[config.mk]
export PLATFORM = sky130hd
export DESIGN_NAME = seq_divider_4bit
export DESIGN_NICKNAME = d
export VERILOG_FILES = /design/src/rtl/div_pkg.sv /design/src/rtl/div_sub_step.sv /design/src/rtl/seq_divider_4bit.sv
export SDC_FILE = /design/constraint.sdc
export NUM_CORES = 1
export LEC_CHECK = 0
export ABC_AREA = 1
export BUFFER_PORTS_ARGS = -buffer_cell sky130_fd_sc_hd__buf_2
export CELL_PAD_IN_SITES_DETAIL_PLACEMENT = 0
export CELL_PAD_IN_SITES_GLOBAL_PLACEMENT = 2
export CORE_MARGIN = 2
export CORE_UTILIZATION = 26
export CTS_BUF_LIST = sky130_fd_sc_hd__clkbuf_4
export DETAILED_ROUTE_END_ITERATION = 12
export GPL_TIMING_DRIVEN = 1
export MAX_ROUTING_LAYER = met4
export PLACE_DENSITY_LB_ADDON = 0.2
export SLEW_MARGIN = 20
export SYNTH_ARGS = -nofsm -noshare
export SYNTH_HDL_FRONTEND = slang
export SYNTH_HIERARCHICAL = 1
export SYNTH_SLANG_ARGS = --single-unit
[constraint.sdc]
create_clock -name clk -period 6.3 [get_ports clk]
set_input_delay 0.315 -clock clk [delete_from_list [all_inputs] [get_ports clk]]
set_output_delay 0.315 -clock clk [all_outputs]
set_load 0.02 [all_outputs]
[src/rtl/div_pkg.sv]
// rtl/div_pkg.sv - shared constants and FSM encoding for the sequential restoring divider
package div_pkg;

  localparam int DEF_WIDTH = 4;
  localparam int DEF_CNT_W = $clog2(DEF_WIDTH + 1);

  typedef enum logic [1:0] {
    ST_IDLE = 2'b00,
    ST_CALC = 2'b01,
    ST_FIN  = 2'b10
  } div_state_e;

  function automatic int cnt_width(input int width);
    return $clog2(width + 1);
  endfunction

endpackage

[src/rtl/div_sub_step.sv]
// rtl/div_sub_step.sv - one combinational restoring shift-and-subtract iteration
module div_sub_step
  import div_pkg::*;
#(
  parameter int WIDTH = DEF_WIDTH
) (
  input  logic [WIDTH:0]   rem_in,
  input  logic             q_msb,
  input  logic [WIDTH-1:0] divisor,
  output logic [WIDTH:0]   rem_out,
  output logic             q_bit
);

  logic [WIDTH:0] shifted;
  logic [WIDTH:0] trial;

  assign shifted = {rem_in[WIDTH-1:0], q_msb};
  // Subtract as add of the inverted operand with carry-in 1, like the add/sub datapath
  assign trial   = shifted + {1'b1, ~divisor} + {{WIDTH{1'b0}}, 1'b1};
  assign q_bit   = ~trial[WIDTH];
  assign rem_out = q_bit ? trial : shifted;

endmodule

[src/rtl/seq_divider_4bit.sv]
// rtl/seq_divider_4bit.sv - multi-cycle restoring divider with start/done handshake
// Optional two's-complement operation when SIGNED_DIV_EN is defined.
module seq_divider_4bit
  import div_pkg::*;
#(
  parameter int WIDTH = DEF_WIDTH
) (
  input  logic             clk,
  input  logic             nrst,
  input  logic             start,
  input  logic [WIDTH-1:0] dividend,
  input  logic [WIDTH-1:0] divisor,
  output logic             busy,
  output logic             done,
  output logic [WIDTH-1:0] quotient,
  output logic [WIDTH-1:0] remainder,
  output logic             div_by_zero
);

  localparam int CNT_W = cnt_width(WIDTH);
  localparam logic [CNT_W-1:0] LAST_STEP = CNT_W'(WIDTH - 1);

  div_state_e       state_q, state_d;
  logic [CNT_W-1:0] cnt_q, cnt_d;
  logic [WIDTH:0]   rem_q, rem_d;
  logic [WIDTH-1:0] qsr_q, qsr_d;
  logic [WIDTH-1:0] dvs_q, dvs_d;
  logic [WIDTH-1:0] quo_q, quo_d;
  logic [WIDTH-1:0] rmd_q, rmd_d;
  logic             dbz_q, dbz_d;

  logic [WIDTH:0]   step_rem;
  logic             step_qbit;
  logic [WIDTH-1:0] q_next;
  logic [WIDTH-1:0] dvd_mag, dvs_mag, fix_q, fix_r;

  div_sub_step #(.WIDTH(WIDTH)) u_step (
    .rem_in  (rem_q),
    .q_msb   (qsr_q[WIDTH-1]),
    .divisor (dvs_q),
    .rem_out (step_rem),
    .q_bit   (step_qbit)
  );

  assign q_next = {qsr_q[WIDTH-2:0], step_qbit};

`ifdef SIGNED_DIV_EN
  logic negq_q, negq_d;
  logic negr_q, negr_d;

  assign dvd_mag = dividend[WIDTH-1] ? (~dividend + WIDTH'(1)) : dividend;
  assign dvs_mag = divisor[WIDTH-1]  ? (~divisor + WIDTH'(1))  : divisor;
  assign fix_q   = negq_q ? (~q_next + WIDTH'(1)) : q_next;
  assign fix_r   = negr_q ? (~step_rem[WIDTH-1:0] + WIDTH'(1)) : step_rem[WIDTH-1:0];

  always_comb begin
    negq_d = negq_q;
    negr_d = negr_q;
    if (state_q == ST_IDLE && start) begin
      negq_d = dividend[WIDTH-1] ^ divisor[WIDTH-1];
      negr_d = dividend[WIDTH-1];
    end
  end

  always_ff @(posedge clk or negedge nrst) begin
    if (!nrst) begin
      negq_q <= 1'b0;
      negr_q <= 1'b0;
    end else begin
      negq_q <= negq_d;
      negr_q <= negr_d;
    end
  end
`else
  assign dvd_mag = dividend;
  assign dvs_mag = divisor;
  assign fix_q   = q_next;
  assign fix_r   = step_rem[WIDTH-1:0];
`endif

  always_comb begin
    state_d = state_q;
    cnt_d   = cnt_q;
    rem_d   = rem_q;
    qsr_d   = qsr_q;
    dvs_d   = dvs_q;
    quo_d   = quo_q;
    rmd_d   = rmd_q;
    dbz_d   = dbz_q;
    case (state_q)
      ST_IDLE: begin
        if (start) begin
          cnt_d = '0;
          rem_d = '0;
          qsr_d = dvd_mag;
          dvs_d = dvs_mag;
          if (divisor == '0) begin
            state_d = ST_FIN;
            quo_d   = '1;
            rmd_d   = dividend;
            dbz_d   = 1'b1;
          end else begin
            state_d = ST_CALC;
          end
        end
      end
      ST_CALC: begin
        rem_d = step_rem;
        qsr_d = q_next;
        cnt_d = cnt_q + CNT_W'(1);
        // Results are published on the same edge that enters FIN
        if (cnt_q == LAST_STEP) begin
          state_d = ST_FIN;
          quo_d   = fix_q;
          rmd_d   = fix_r;
          dbz_d   = 1'b0;
        end
      end
      ST_FIN:  state_d = ST_IDLE;
      default: state_d = ST_IDLE;
    endcase
  end

  always_ff @(posedge clk or negedge nrst) begin
    if (!nrst) begin
      state_q <= ST_IDLE;
      cnt_q   <= '0;
      rem_q   <= '0;
      qsr_q   <= '0;
      dvs_q   <= '0;
      quo_q   <= '0;
      rmd_q   <= '0;
      dbz_q   <= 1'b0;
    end else begin
      state_q <= state_d;
      cnt_q   <= cnt_d;
      rem_q   <= rem_d;
      qsr_q   <= qsr_d;
      dvs_q   <= dvs_d;
      quo_q   <= quo_d;
      rmd_q   <= rmd_d;
      dbz_q   <= dbz_d;
    end
  end

  assign busy        = (state_q != ST_IDLE);
  assign done        = (state_q == ST_FIN);
  assign quotient    = quo_q;
  assign remainder   = rmd_q;
  assign div_by_zero = dbz_q;

endmodule
==> reports/qor.csv, run 1 <==
stage,metric,value,unit
clock_network,h-tree-depth,1,
critical_path,crit_slowest_cell,dfrtp_1,
die,rows,26,
detailed_routing,final_antenna_net_count,0,
die,die_w,77.4,um
job,cap_violations,0,
global_route,antenna_found_initial,0,
die,initial_utilization,27.2,%
synthesis,synthesis.nets,187,
clock_network,numCtsBuffers,3,
synthesis,synth_area_per_cell,8.33,um2
worst_hold_path,hold_path_end,dvs_q[2]$_DFFE_PN0P_,
clock_network,numClockSinks,26,
worst_hold_path,hold_path_class,in2reg,
sta,finalHoldViolations,0,
critical_path,cp_num_buf_inv,3,
detailed_routing,wl,3180,um
synthesis,synth_area,0.00140,mm2
sta,setup_violations,0,
critical_path,regToRegEndpoint,remainder[2]$_DFFE_PN0P_,
global_route,grt_overflow,0,
clock_network,cts_root_buf,clkbuf_4,
placed_design,gp_congestion,0.776,
finish,stdcell_area,0.00160,mm2
detailed_routing,via_per_inst,4.34,
critical_path,crit_type,reg2reg,
critical_path,cp_cell_sequence,inv_1 > ha_1 > fa_1 > inv_1 > a21oi_1 > o21bai_1 > ha_1 > inv_1 > a21oi_1 > o21ai_0 > nand2_1 > nand2_1 > nand2_1 > nand3_1 > nand2_1,
sta,period_minus_slack,2.36,ns
critical_path,worst-path-max-fanout,7,
global_route,groute.usage.overall,12.6,%
detailed_routing,vias,1133,
finish,antenna_cells,0,
sta,tns,0,ns
critical_path,cp_common_cell,nand2_1,
sta,finalCritPeriodShare,37.5,%
die,ios,22,
clock_network,holdBufCountCts,1,
detailed_routing,dr.first_iter.drc_count,46,
power,powerDensity,567,mW/mm2
finish,drive_gt1_share,19.9,%
sta,worst_slew_pin_slew,0.617,ns
clock_network,postCtsSetupBuffers,0,
power,peakVddDrop,0.000305,V
global_route,grt_max_degree,27,
clock_network,post_cts_resized,0,
power,p_leak,0.870,nW
critical_path,crit_family,adder cells,
placed_design,port_buffers,21,
finish,area_growth,14.5,%
finish,fin_nets,211,
sta,rsz0062_at_grt,false,
placed_design,dp_hpwl,2380,um
detailed_routing,drtPass1Iterations,4,
clock_network,clk_pin_slew,0.15,ns
detailed_routing,drc,0,
run_status,status,finished clean,
detailed_routing,wl_per_cell,12.2,um
placed_design,placed_area,0.00157,mm2
critical_path,worst_path_largest_cell_delay,0.40,ns
sta,drv_slew,0,
sta,relSlewSlack,58.9,%
global_route,grt_pass1_vias,1153,
die,die_h,77.4,um
critical_path,cp-end-kind,flop,
synthesis,synth_cells,168,
synthesis,ys_warn_count,6,
die,die_area,0.00599,mm2
sta,finalClockSkew,0.00237,ns
die,core,0.00514,mm2
global_route,grt_pass1_wl,5730,um
sta,fmax,424,MHz
critical_path,arrival,2.59,ns
critical_path,rrSetupSlack,3.94,ns
critical_path,cp.required,6.53,ns
critical_path,regToRegStartpoint,qsr_q[3]$_DFFE_PN0P_,
clock_network,cts_tree,done,
worst_hold_path,min_path_cells,3,
clock_network,clockBufferDepth,2,
critical_path,cp-start-kind,flop,
worst_hold_path,holdCritStartpoint,divisor[2],
critical_path,reg2regPathDepth,15,
clock_network,insertion_delay,0.32,ns
[flip-flops by register name, summed over array words and instances (netlist names)]
register / count
cnt_q: 3
div_by_zero: 1
dvs_q: 4
quotient: 4
rem_q: 4
state_q: 2
qsr_q: 4
remainder: 4
[routing by layer]
metal | part of all wire (%) | global-route usage (%)
met5 | 0 | -
met1 | 50 | 17.5
met3 | 3.8 | 2.09
met4 | 0.57 | 3.75
met2 | 46 | 19.0
[worst reg2reg max path, cell delays in order (launching register included)]
cell and delay [ns]:
dfrtp_1 0.40, inv_1 0.05, ha_1 0.20, fa_1 0.37
inv_1 0.09, a21oi_1 0.07, o21bai_1 0.14, ha_1 0.27
inv_1 0.16, a21oi_1 0.05, o21ai_0 0.09, nand2_1 0.07
nand2_1 0.12, nand2_1 0.07, nand3_1 0.08, nand2_1 0.05
[stage by stage]
stage	power, W	setup slack [ns]	instances	hold slack [ns]	util, %
detailed placement	0.000849	3.97	256	0.375	30.5
global placement	0.000844	4.00	256	0.357	30.5
floorplan	0.000710	4.22	168	0.0194	-
CTS	0.000929	3.95	261	0.224	31.2
finish	0.000909	3.94	261	0.235	31.2
global route	0.00103	3.69	261	0.204	31.2
[worst max-delay path by stage]
stage                         startpoint                  endpoint  cells past startpoint
detailed placement  qsr_q[3]$_DFFE_PN0P_  remainder[2]$_DFFE_PN0P_                     15
global placement    dvs_q[0]$_DFFE_PN0P_  remainder[2]$_DFFE_PN0P_                     14
finish              qsr_q[3]$_DFFE_PN0P_  remainder[2]$_DFFE_PN0P_                     15
CTS                 qsr_q[3]$_DFFE_PN0P_  remainder[2]$_DFFE_PN0P_                     15
global route        qsr_q[3]$_DFFE_PN0P_  remainder[2]$_DFFE_PN0P_                     15
floorplan           dvs_q[0]$_DFFE_PN0P_  remainder[2]$_DFFE_PN0P_                     14
[where the power goes]
| group | internal (W) | total (W) | leakage, nW | switching (W) |
|---|---|---|---|---|
| registers | 0.000245 | 0.000294 | 0.324 | 0.0000494 |
| clock network | 0.0000232 | 0.0000739 | 0.0154 | 0.0000508 |
| logic | 0.000183 | 0.000541 | 0.532 | 0.000358 |
| total | 0.000451 | 0.000909 | 0.870 | 0.000458 |
[cell usage in the layout (no fill, tap or decap)]
cell / count
ha_1: 7
a21oi_1: 3
nand3_1: 15
nand2_1: 66
a31oi_1: 1
nand3_2: 1
a22o_1: 1
nand2_4: 2
a21oi_2: 1
inv_2: 3
clkbuf_4: 3
nand2_8: 1
inv_1: 15
a31o_2: 1
nor2_8: 1
dfrtp_1: 26
nor2_2: 3
nor2_1: 5
o22ai_1: 1
fa_1: 1
o21bai_1: 1
o21ai_2: 1
buf_2: 21
dlygate4sd3_1: 1
o21ai_0: 9
clkinv_1: 1
[final cells by class]
cell class                 instances  area (um2)
multi-input combinational        121         656
tap                               70        87.6
timing repair buffer              22         115
sequential                        26         651
clock inverter                     1        3.75
fill                             588        3540
inverter                          18        67.6
clock buffer                       3        22.5
Note: power is estimated with default switching activity, not from simulation.
==> run 2: changes to the inputs <==
Settings changed: ABC_AREA 1 to 0.
Clock period 6.3 ns to 2.2 ns, I/O delays scaled along.
==> reports/qor.csv, run 2 <==
stage,metric,value,unit,change
critical_path,crit_type,reg2reg,,
sta,tns,-2.19,ns,-2.19 ns
sta,finalCritPeriodShare,120,%,+82 points
finish,area_growth,28.9,%,
power,powerDensity,1910,mW/mm2,+240%
sta,drv_slew,0,,unchanged
clock_network,cts_root_buf,clkbuf_4,,
sta,rsz0062_at_grt,true,,
sta,finalHoldViolations,0,,unchanged
placed_design,port_buffers,21,,unchanged
clock_network,cts_tree,done,,
clock_network,h-tree-depth,1,,unchanged
detailed_routing,drc,0,,unchanged
power,p_clk_share,5.9,%,-2.2 points
clock_network,clk_pin_slew,0.15,ns,about the same
die,initial_utilization,27.2,%,-0.073 points
sta,worst_slew_pin_slew,0.612,ns,-0.00470 ns
critical_path,cp.required,2.41,ns,-4.12 ns
finish,final_common_cell,dfrtp_1,,
synthesis,synth_cells,121,,-28%
die,rows,26,,unchanged
critical_path,cp-start-kind,flop,,
sta,relSlewSlack,59.2,%,+0.31 points
placed_design,dp_hpwl,2490,um,+4.7%
critical_path,worst-path-max-fanout,5,,-2
die,die_w,77.3,um,-0.12%
run_status,status,finished with violations,,
clock_network,insertion_delay,0.32,ns,about the same
critical_path,cp_num_buf_inv,2,,-1
power,peakVddDrop,0.000658,V,+120%
finish,fin_nets,181,,-14%
synthesis,synth_area,0.00140,mm2,-0.27%
finish,multi_input_area,721,um2,+9.9%
die,ios,22,,unchanged
detailed_routing,wl,3390,um,+6.8%
die,die_area,0.00597,mm2,-0.25%
detailed_routing,final_antenna_net_count,0,,unchanged
global_route,antenna_found_initial,0,,unchanged
placed_design,gp_congestion,0.753,,-3.0%
global_route,grt_pass1_wl,5620,um,-2.0%
sta,finalClockSkew,0.0137,ns,+0.0114 ns
global_route,grt_overflow,0,,unchanged
global_route,groute.usage.overall,12.2,%,-0.37 points
sta,fmax,380,MHz,-10%
job,cap_violations,0,,unchanged
critical_path,crit_family,adder cells,,
power,pwr-share-seq,25.7,%,-6.6 points
power,power_frac_comb,68.4,%,+8.9 points
run_status,violations,setup timing,,
critical_path,crit_slowest_cell,dfrtp_1,,
power,p_int,0.00211,W,+370%
detailed_routing,vias,1055,,-6.9%
critical_path,worst_path_largest_cell_delay,0.46,ns,+0.06 ns
detailed_routing,wl_per_cell,14.8,um,+21%
detailed_routing,drtPass1Iterations,4,,unchanged
critical_path,cp_cell_sequence,ha_4 > fa_2 > inv_2 > a21oi_2 > o21bai_1 > ha_1 > buf_4 > mux2_4 > mux2_2 > mux2_4,,
finish,antenna_cells,0,,unchanged
sta,holdWs,0.0329,ns,-0.202 ns
clock_network,numClockSinks,26,,unchanged
sta,period_minus_slack,2.63,ns,+0.271 ns
power,total_power,0.00344,W,+280%
die,die_h,77.3,um,-0.12%
clock_network,clockBufferDepth,2,,unchanged
global_route,grt_pass1_vias,1078,,-6.5%
sta,setup_violations,8,,+8
synthesis,synthesis.nets,140,,-25%
die,core,0.00514,mm2,unchanged
finish,most-common-layout-cells,"dfrtp_1, buf_2, buf_4",,
clock_network,numCtsBuffers,3,,unchanged
critical_path,cp-end-kind,flop,,
detailed_routing,dr.first_iter.drc_count,29,,-37%
power,p_leak,0.848,nW,-2.5%
detailed_routing,via_per_inst,4.59,,+5.7%
sta,worst_slack,-0.432,ns,-4.37 ns
synthesis,ys_warn_count,6,,unchanged
worst_hold_path,hold_path_class,in2reg,,
finish,drive_gt1_share,43.1,%,+23 points
finish,seqCellArea,651,um2,unchanged
synthesis,synth_area_per_cell,11.5,um2,+38%
power,p_sw,0.00134,W,+190%
finish,fillers,557,,-5.3%
critical_path,arrival,2.84,ns,+0.25 ns
critical_path,cp_common_cell,mux2_4,,
power,swShare,38.8,%,-12 points
global_route,grt_max_degree,27,,unchanged
run 2: path summary, 6_finish.rpt:
path / start / to / slack [ns] / depth (start not counted)
worst max register to register: dvs_q[0]$_DFFE_PN0P_ / remainder[2]$_DFFE_PN0P_ / -0.43 / 10
min in group asynchronous: nrst / quotient[2]$_DFFE_PN0P_ / 0.31 / 2
worst min register to register: cnt_q[2]$_DFFE_PN0P_ / cnt_q[2]$_DFFE_PN0P_ / 0.50 / 2
worst max-delay path: dvs_q[0]$_DFFE_PN0P_ / remainder[2]$_DFFE_PN0P_ / -0.43 / 10
max in group asynchronous: nrst / remainder[1]$_DFFE_PN0P_ / 1.48 / 2
worst min-delay path: divisor[2] / dvs_q[2]$_DFFE_PN0P_ / 0.03 / 2
run 2: what timing repair did:
item	4_1_cts	5_1_grt
pin swaps	5	2
resized for setup	11	7
hold endpoints to repair	26	0
setup buffers	8	4
hold buffers	1	0
setup endpoints to repair	7	10
run 2: layer usage:
metal  track usage (%)  vias to the layer above  share of wire (%)
met4              1.07                        0               0.47
met3              2.94                        2                3.2
li1                  -                      509                  -
met1              17.3                      524                 51
met2              18.5                       20                 46
met5                 -                        -                  0
run 2: power by group through the flow:
stage               clock, W  combinational [W]  sequential (W)
floorplan                  0            0.00119        0.000921
global placement           0            0.00174        0.000882
detailed placement         0            0.00177        0.000892
CTS                 0.000214            0.00221        0.000886
global route        0.000231            0.00256        0.000917
finish              0.000205            0.00235        0.000885
run 2: layout make-up:
cell class | instances | area share, %
Clock buffer | 3 | 1.25
Inverter | 9 | 1.88
Multi-Input combinational cell | 79 | 40.1
Sequential cell | 26 | 36.2
Tap cell | 70 | 4.87
Timing Repair Buffer | 43 | 15.8
run 2: metrics by stage:
stage / area, um2 / instances / utilization [%] / setup slack, ns
3_5_place_dp: 1640 / 218 / 31.9 / -0.369
4_1_cts: 1770 / 228 / 34.5 / -0.360
2_1_floorplan: 1400 / 121 / - / -0.316
6_report: 1800 / 230 / 35.0 / -0.432
5_1_grt: 1800 / 230 / 35.0 / -0.497
3_3_place_gp: 1640 / 218 / 31.9 / -0.281
==> run 3: changes to the inputs <==
Settings changed: RECOVER_POWER set to 50.
==> reports/qor.csv, run 3 (synthesis results as in run 2) <==
stage,metric,value,unit,change
die,core,0.00514,mm2,unchanged
power,p_sw,0.00133,W,about the same
global_route,grt_pass1_vias,1078,,unchanged
detailed_routing,wl_per_cell,14.7,um,-0.15%
global_route,grt_max_degree,27,,unchanged
detailed_routing,vias,1057,,+0.19%
job,cap_violations,0,,unchanged
finish,fillers,559,,+0.36%
worst_hold_path,min_path_cells,2,,unchanged
critical_path,arrival,2.84,ns,about the same
sta,drv_slew,0,,unchanged
power,p_leak,0.842,nW,-0.70%
clock_network,cts_tree,done,,
sta,setup_violations,8,,unchanged
sta,relSlewSlack,1.48,%,-58 points
power,power_frac_comb,68.3,%,about the same
critical_path,cp-start-kind,flop,,
global_route,grt_overflow,0,,unchanged
global_route,grt_pass1_wl,5620,um,unchanged
critical_path,cp_common_cell,mux2_4,,
placed_design,gp_congestion,0.753,,unchanged
power,peakVddDrop,0.000658,V,about the same
power,swShare,38.8,%,about the same
sta,finalCritPeriodShare,120,%,about the same
critical_path,cp-end-kind,flop,,
clock_network,clk_pin_slew,0.15,ns,about the same
finish,drive_gt1_share,41.9,%,-1.3 points
run_status,status,finished with violations,,
clock_network,numCtsBuffers,3,,unchanged
detailed_routing,final_antenna_net_count,0,,unchanged
sta,tns,-2.18,ns,+0.00490 ns
finish,final_common_cell,dfrtp_1,,
critical_path,worst_path_largest_cell_delay,0.46,ns,about the same
die,die_h,77.3,um,unchanged
critical_path,cp_cell_sequence,ha_4 > fa_2 > inv_2 > a21oi_2 > o21bai_1 > ha_1 > buf_4 > mux2_4 > mux2_2 > mux2_4,,
finish,fin_nets,181,,unchanged
sta,period_minus_slack,2.63,ns,-0.00118 ns
sta,finalClockSkew,0.0133,ns,-0.000431 ns
finish,antenna_cells,0,,unchanged
placed_design,port_buffers,21,,unchanged
clock_network,h-tree-depth,1,,unchanged
finish,finalNonFillerCells,230,,unchanged
critical_path,cp.required,2.41,ns,about the same
clock_network,clockBufferDepth,2,,unchanged
critical_path,crit_slowest_cell,dfrtp_1,,
critical_path,worst-path-max-fanout,5,,unchanged
die,rows,26,,unchanged
finish,most-common-layout-cells,"dfrtp_1, buf_2, buf_4",,
sta,fmax,380,MHz,about the same
sta,rsz0062_at_grt,true,,
finish,stdcell_area,0.00180,mm2,-0.14%
die,die_area,0.00597,mm2,unchanged
sta,worst_slew_pin_slew,1.48,ns,+0.865 ns
power,pwr-share-seq,25.7,%,about the same
clock_network,cts_root_buf,clkbuf_4,,
detailed_routing,via_per_inst,4.60,,+0.19%
critical_path,reg2regPathDepth,10,,unchanged
sta,finalHoldViolations,0,,unchanged
clock_network,insertion_delay,0.32,ns,about the same
detailed_routing,wl,3390,um,-0.15%
run_status,violations,setup timing,,
global_route,antenna_found_initial,0,,unchanged
detailed_routing,dr.first_iter.drc_count,29,,unchanged
critical_path,crit_type,reg2reg,,
placed_design,dp_hpwl,2490,um,unchanged
power,p_clk_share,5.9,%,about the same
detailed_routing,drc,0,,unchanged
clock_network,numClockSinks,26,,unchanged
detailed_routing,drtPass1Iterations,2,,-2
placed_design,placed_area,0.00164,mm2,unchanged
sta,worst_slack,-0.431,ns,+0.00118 ns
die,die_w,77.3,um,unchanged
finish,area_growth,28.7,%,
placed_design,pre_cts_slack,-0.369,ns,unchanged
placed_design,dp_cells,218,,unchanged
power,powerDensity,1920,mW/mm2,about the same
die,ios,22,,unchanged
power,p_int,0.00211,W,-0.13%
die,initial_utilization,27.2,%,unchanged
sta,holdWs,0.0335,ns,+0.000524 ns
worst_hold_path,hold_path_class,in2reg,,
global_route,groute.usage.overall,12.2,%,unchanged
[run 3: cell count changes in the layout (fill, tap and decap cells not counted), sizes merged]
cell | previous run | this run
buf | 42 | 40
clkbuf | 3 | 5
[run 3: cell type report]
class | instances | area [um2] | area share [%]
multi-input combinational | 79 | 721 | 40.1
sequential | 26 | 651 | 36.2
tap | 70 | 87.6 | 4.87
clock buffer | 3 | 22.5 | 1.25
timing repair buffer | 43 | 282 | 15.7
inverter | 9 | 33.8 | 1.88
[run 3: path summary, 6_finish.rpt]
check,end,start,slack [ns]
setup / recovery,remainder[2]$_DFFE_PN0P_,dvs_q[0]$_DFFE_PN0P_,-0.43
hold / removal,dvs_q[2]$_DFFE_PN0P_,divisor[2],0.03
setup reg to reg,remainder[2]$_DFFE_PN0P_,dvs_q[0]$_DFFE_PN0P_,-0.43
hold reg to reg,cnt_q[2]$_DFFE_PN0P_,cnt_q[2]$_DFFE_PN0P_,0.50
max in group asynchronous,remainder[1]$_DFFE_PN0P_,nrst,0.68
min in group asynchronous,quotient[2]$_DFFE_PN0P_,nrst,0.65
[run 3: stage by stage]
stage / power, W / util [%]
finish: 0.00344 / 35.0
global route: 0.00371 / 35.0
CTS: 0.00331 / 34.5
detailed placement: 0.00266 / 31.9
global placement: 0.00262 / 31.9
floorplan: 0.00211 / -
[run 3: layer usage]
layer	GRT usage (%)	share of wire, %	up-vias
met1	17.3	51	526
met5	-	0	-
met2	18.5	46	20
li1	-	-	509
met3	2.94	3.2	2
met4	1.07	0.47	0
[run 3: repair_timing]
item                                    in CTS  in global routing
buffers inserted                             8                  4
gates resized for setup                     11                  7
pin swaps                                    5                  2
hold endpoints to repair                    26                  0
hold buffers                                 1                  0
endpoints found under the setup margin       7                 10
[run 3: critical path, delay by kind of cell, from the launching register on]
family,cells,cell delay (ns)
AOI/OAI and AO/OA,2,0.18
adders and majority gates,3,0.84
buffers and inverters,2,0.22
DFF,1,0.46
muxes,3,0.82
[run 3: power by group through the flow]
stage,clock (W),combinational (W),sequential [W]
after floorplan,0,0.00119,0.000921
after global placement,0,0.00174,0.000882
after detailed placement,0,0.00177,0.000892
after CTS,0.000214,0.00221,0.000886
after global routing,0.000231,0.00256,0.000917
final,0.000205,0.00235,0.000885
